--- src/rtl/dense_stream_engine.sv ---
// Fully-connected layer engine. It streams a flattened feature map in and runs one
// multiply-accumulate per element against NO weights. It then streams out the NO
// requantised results and tracks their argmax for the classifier stage.
module dense_stream_engine #(
  parameter int unsigned NO    = 10,
  parameter int unsigned IC    = 16,
  parameter int unsigned IH    = 7,
  parameter int unsigned IW    = 7,
  parameter int unsigned DW    = 8,
  parameter int unsigned AW    = 32,
  parameter int unsigned SHIFT = 7,
  parameter int unsigned WA    = 11,
  localparam int unsigned XW   = (NO > 1) ? $clog2(NO) : 1
) (
  input  logic             clk,
  input  logic             rst,
  input  logic             start,
  input  logic             in_valid,
  input  logic [DW-1:0]    in_data,
  output logic             in_ready,
  output logic             w_rd,
  output logic [WA-1:0]    w_addr,
  input  logic [NO*DW-1:0] w_data,
  output logic             out_valid,
  input  logic             out_ready,
  output logic [DW-1:0]    out_data,
  output logic [XW-1:0]    out_idx,
  output logic [XW-1:0]    argmax,
  output logic             argmax_valid,
  output logic             busy,
  output logic             done
);

  localparam int unsigned N = IC * IH * IW;

  typedef enum logic [1:0] {StIdle, StRun, StDrain, StOut} state_e;

  state_e                state_q, state_d;
  logic [WA-1:0]         k_q;
  logic [XW-1:0]         idx_q;
  logic signed [DW-1:0]  in_reg_q;
  logic                  stage_vld_q;
  logic signed [AW-1:0]  acc_q [NO];
  logic signed [DW-1:0]  max_val_q;
  logic [XW-1:0]         max_idx_q;
  logic [XW-1:0]         argmax_q;
  logic                  argmax_valid_q;
  logic                  done_q;

  logic                  in_hs, out_hs, start_go, last_in, last_out, better;
  logic signed [2*DW-1:0] prod [NO];
  logic signed [AW-1:0]  acc_sel, acc_shr;
  logic signed [DW-1:0]  res;

  // Handshake and control decode.
  always_comb begin
    in_ready  = (state_q == StRun);
    out_valid = (state_q == StOut);
    in_hs     = in_valid & in_ready;
    out_hs    = out_valid & out_ready;
    start_go  = (state_q == StIdle) & start;
    last_in   = in_hs & (k_q == WA'(N - 1));
    last_out  = out_hs & (idx_q == XW'(NO - 1));
    w_rd      = in_hs;
    w_addr    = k_q;
    busy      = (state_q != StIdle);
    done      = done_q;
    argmax    = argmax_q;
    argmax_valid = argmax_valid_q;
    out_idx   = idx_q;
  end

  // Full-width signed products of the staged element with each neuron's weight.
  always_comb begin
    for (int n = 0; n < NO; n++) begin
      prod[n] = '0;
      prod[n] = in_reg_q * $signed(w_data[n*DW +: DW]);
    end
  end

  // Requantise the selected accumulator: arithmetic shift, then clamp to DW bits.
  always_comb begin
    acc_sel = acc_q[idx_q];
    acc_shr = acc_sel >>> SHIFT;
    // In range exactly when all bits above the result's sign bit match it.
    if ((&acc_shr[AW-1:DW-1]) || !(|acc_shr[AW-1:DW-1])) begin
      res = acc_shr[DW-1:0];
    end else if (acc_shr[AW-1]) begin
      res = {1'b1, {(DW-1){1'b0}}};
    end else begin
      res = {1'b0, {(DW-1){1'b1}}};
    end
    out_data = out_valid ? res : '0;
    // Index 0 always seeds the running max; later ties keep the lower index.
    better = (idx_q == '0) || (res > max_val_q);
  end

  // Next-state logic.
  always_comb begin
    state_d = state_q;
    unique case (state_q)
      StIdle:  if (start) state_d = StRun;
      StRun:   if (last_in) state_d = StDrain;
      StDrain: state_d = StOut;
      StOut:   if (last_out) state_d = StIdle;
      default: state_d = StIdle;
    endcase
  end

  // State register.
  always_ff @(posedge clk) begin
    if (rst) state_q <= StIdle;
    else     state_q <= state_d;
  end

  // Input staging and element counter.
  always_ff @(posedge clk) begin
    if (rst) begin
      k_q         <= '0;
      in_reg_q    <= '0;
      stage_vld_q <= 1'b0;
    end else begin
      stage_vld_q <= in_hs;
      if (in_hs) in_reg_q <= in_data;
      if (start_go)   k_q <= '0;
      else if (in_hs) k_q <= k_q + WA'(1);
    end
  end

  // Accumulators: cleared on start, MAC one cycle after each input handshake.
  always_ff @(posedge clk) begin
    if (rst) begin
      for (int n = 0; n < NO; n++) acc_q[n] <= '0;
    end else if (start_go) begin
      for (int n = 0; n < NO; n++) acc_q[n] <= '0;
    end else if (stage_vld_q) begin
      for (int n = 0; n < NO; n++) begin
        acc_q[n] <= acc_q[n] + {{(AW-2*DW){prod[n][2*DW-1]}}, prod[n]};
      end
    end
  end

  // Output index, running max, argmax and completion pulse.
  always_ff @(posedge clk) begin
    if (rst) begin
      idx_q          <= '0;
      max_val_q      <= '0;
      max_idx_q      <= '0;
      argmax_q       <= '0;
      argmax_valid_q <= 1'b0;
      done_q         <= 1'b0;
    end else begin
      done_q <= last_out;
      if (start_go) begin
        idx_q          <= '0;
        max_val_q      <= '0;
        max_idx_q      <= '0;
        argmax_q       <= '0;
        argmax_valid_q <= 1'b0;
      end else if (out_hs) begin
        if (better) begin
          max_val_q <= res;
          max_idx_q <= idx_q;
        end
        if (last_out) begin
          idx_q          <= '0;
          argmax_q       <= better ? idx_q : max_idx_q;
          argmax_valid_q <= 1'b1;
        end else begin
          idx_q <= idx_q + XW'(1);
        end
      end
    end
  end

endmodule

--- config.mk ---
export PLATFORM = sky130hd
export DESIGN_NAME = dense_stream_engine
export DESIGN_NICKNAME = d
export VERILOG_FILES = /design/src/rtl/dense_stream_engine.sv
export SDC_FILE = /design/constraint.sdc
export NUM_CORES = 2
export LEC_CHECK = 0
export BUFFER_PORTS_ARGS = -buffer_cell sky130_fd_sc_hd__buf_2
export CAP_MARGIN = 20
export CORE_ASPECT_RATIO = 0.9
export CORE_MARGIN = 4
export CORE_UTILIZATION = 57
export CTS_BUF_LIST = sky130_fd_sc_hd__clkbuf_4 sky130_fd_sc_hd__clkbuf_8
export DETAILED_ROUTE_END_ITERATION = 7
export PLACE_DENSITY = 0.88
export SLEW_MARGIN = 20
export SYNTH_ARGS = -nofsm -noshare
export SYNTH_HDL_FRONTEND = slang
export SYNTH_SLANG_ARGS = --single-unit
--- constraint.sdc ---
create_clock -name clk -period 7.52 [get_ports clk]
set_clock_uncertainty 0.1 [all_clocks]
set_input_delay 0.752 -clock clk [delete_from_list [all_inputs] [get_ports clk]]
set_output_delay 0.752 -clock clk [all_outputs]
set_load 0.005 [all_outputs]
==> flow_summary.ini <==
[clock_tree]
cts_tree = built
htreeDepth = 3
cts.sinks = 368
clk-insertion-delay-late_ps = 680
cts_buffers = 73
cts.clk_slew.worst_paths_ps = 60
cts_root_buffer = clkbuf_8
clock_path_buffers = 3

[final_layout]
drive_above_1_share = 0.0837
finalNonFillerCells = 7463
multi_input_area_mm2 = 0.0407
n_fill_cell = 7131
seq_area_mm2 = 0.0106
final_nets = 7434
area_growth_pct = 8.17

[synthesis]
synth.avg_cell_area_um2 = 9.25
synth_cell_types = 88
syn_area_mm2 = 0.0552
synth_edf_count = 320
syn_nets = 7257
syn_inst = 5969
ys_seq_area_frac = 0.192
synth-main-ff-cell = edfxtp_1
synth-async-reset-ratio = 0
ys_ff_latch = 368
ys_warn_count = 0

[critical_path]
crit_slowest_cell = fa_1
cp-end-kind = flop
crit_fanout = 18
crit_required_ps = 7820
cp.arrival_ps = 7620
critPathLaunchType = flop
critical-path-max-stage-delay_ps = 540
path_common_cell = a21oi_1
critPathKind = flop to flop

[floorplanning]
placeableCoreArea_mm2 = 0.0953
rows = 107
boundaryPins = 126
die_area_mm2 = 0.102
start_util = 0.579
die_x_um = 336
fp.dieH_um = 303

[global_routing]
antenna_found_initial = 11
grt_max_degree = 115
grt_pass1_vias = 45800
grt_overflow = 0
grt_pass1_wl_mm = 234
grt_util_all_layers = 0.282

[route]
drtAntennaViolNets = 0
dr.pass1.iters = 6
drtIter0Drc = 4315
drc = 0
wl_mm = 144
drt-wirelength-per-cell_um = 19.4
vias = 44600
viasPerCell = 5.98

[sta]
fmax_mhz = 137
hold_viol_final = 0
finalCriticalPeriod_ps = 7310
slew_headroom = 0.329
min_period_over_period = 0.973
worst_pin_slew_ps = 1010
maxSlewViolCount = 0
setup_viol = 0

[power]
total_power_uw = 25800
p_leak_uw = 0.0290
cellPowerDensity_mw_per_mm2 = 432
ir_drop_v = 0.000243

[placed_design]
place_inst = 7314
dp_hpwl_mm = 113
gp_congestion = 0.942
io_buffers = 125

[outcome]
status = completed

[min_path]
holdCritPathClass = input port to flop

[run]
maxCapViolCount = 0
## worst paths after layout
path | startpoint | to | slack (ps) | depth (start not counted)
hold / removal | in_data[0] | in_reg_q[0] | 230 | 3
setup reg to reg | in_reg_q[5] | acc_q[1][31] | 210 | 30
hold reg to reg | max_idx_q[1] | max_idx_q[1] | 390 | 2
setup / recovery | in_reg_q[5] | acc_q[1][31] | 210 | 30
## Yosys cell counts, drive strengths merged, types with 10 or more instances
cell | count | area (um2)
a21o | 179 | 1350
fa | 560 | 11200
a211oi | 59 | 448
mux2i | 77 | 771
o211ai | 26 | 195
nand2b | 72 | 450
o21ai | 155 | 780
or2 | 12 | 75.1
nand3b | 11 | 82.6
clkbuf | 131 | 492
or3 | 28 | 175
nor2b | 98 | 613
nor3b | 20 | 150
o31ai | 14 | 110
xor2 | 116 | 1020
mux4 | 50 | 1130
a31oi | 24 | 150
nand4 | 31 | 194
a21oi | 344 | 1730
and3 | 67 | 419
and2 | 461 | 2880
buf | 23 | 136
edfxtp | 320 | 9610
mux2 | 11 | 124
a211o | 11 | 96.3
nor2 | 393 | 1480
nand3 | 82 | 410
ha | 635 | 7950
xnor2 | 267 | 2340
a21boi | 11 | 82.6
a2111oi | 11 | 96.3
o21bai | 71 | 533
nand2 | 294 | 1100
and4 | 10 | 87.6
inv | 950 | 3570
nor3 | 126 | 636
dfxtp | 48 | 961
o21a | 48 | 360
## sequential cells by signal, summed over array words and instances (netlist names), named ones only
| name | cells |
|---|---|
| in_reg_q | 8 |
| max_idx_q | 4 |
| stage_vld_q | 1 |
| done | 1 |
| w_addr | 11 |
| argmax | 4 |
| state_q | 2 |
| out_idx | 4 |
| acc_q | 320 |
| max_val_q | 8 |
| argmax_valid | 1 |
## critical path, delay by kind of cell, from the launching register on
kind / cells / cell delay, ps
compound gates: 14 / 2690
xor+xnor: 1 / 180
fa+ha+maj: 6 / 2640
buf+inv: 6 / 590
flops: 1 / 420
simple gates: 3 / 420
## area by class of cell
class / count / area share
inverter: 950 / 0.0597
clock buffer: 101 / 0.0209
multi-input combinational: 4497 / 0.681
tap: 1253 / 0.0263
sequential: 368 / 0.178
antenna: 8 / 0.000335
clock inverter: 30 / 0.00365
timing repair buffer: 256 / 0.0301
## placed cells by master, fill, tap and decap left out, types with 28 or more instances in the layout
master    count
nand2_1     293
a21oi_1     328
inv_1       950
xor2_1      116
buf_4       113
o21ai_0     146
mux4_2       49
nor2_1      393
edfxtp_1    320
and2_1      460
nand2b_1     71
xnor2_1     260
buf_2       125
fa_1        559
nand4_1      31
ha_1        633
and3_1       67
clkbuf_8     78
nor2b_1      98
a21o_1      178
nand3_1      81
mux2i_1      77
dfxtp_1      37
or3_1        28
nor3_1      122
o21bai_1     71
a211oi_1     57
o21a_1       48
## power by group
| part | internal [uW] | total [uW] | switching (uW) |
|---|---|---|---|
| combinational | 8550 | 20400 | 11800 |
| clock | 1150 | 2150 | 999 |
| sequential | 2820 | 3270 | 447 |
| total | 12500 | 25800 | 13300 |
## per-stage QoR
step | worst slack, ps | cell area, um2 | TNS [ps] | hold slack [ps] | util
final | 206 | 59700 | 0 | 231 | 0.626
after global routing | -53.3 | 59700 | -264 | 237 | 0.626
after CTS | 85.1 | 59300 | 0 | 208 | 0.622
after detailed placement | -151 | 57900 | -967 | 386 | 0.607
after global placement | 9.46 | 57900 | 0 | 345 | 0.607
after floorplan | 98.3 | 55200 | 0 | 354 | -
## per-layer routing
| layer | GRT usage | routed length (um) | up-vias |
|---|---|---|---|
| met1 | 0.373 | 58000 | 21700 |
| met4 | 0.121 | 6880 | 8 |
| met5 | 0.00378 | 56 | - |
| li1 | - | - | 20400 |
| met2 | 0.458 | 66400 | 2129 |
| met3 | 0.0518 | 13100 | 414 |
## repair_timing
action	in CTS	in global routing
hold buffers	0	0
setup buffers	0	9
pin swaps	0	11
endpoints found under the hold margin	0	0
gates resized for setup	2	53
endpoints found under the setup margin	1	64
gates cloned	0	1
## logic make-up (layout without fill, tap and decap cells)
logic type	count (synthesis)	after routing	share of synthesized area
AO/OA/AOI/OAI	1036	1036	0.121
XOR/XNOR	391	391	0.0641
adder cells (fa/ha/maj)	1195	1195	0.347
buffers and inverters	1104	1337	0.0760
flip-flops	368	368	0.192
multiplexers	138	138	0.0367
other	0	8	0
AND/OR/NAND/NOR	1737	1737	0.163
(Power assumes the default switching activity.)
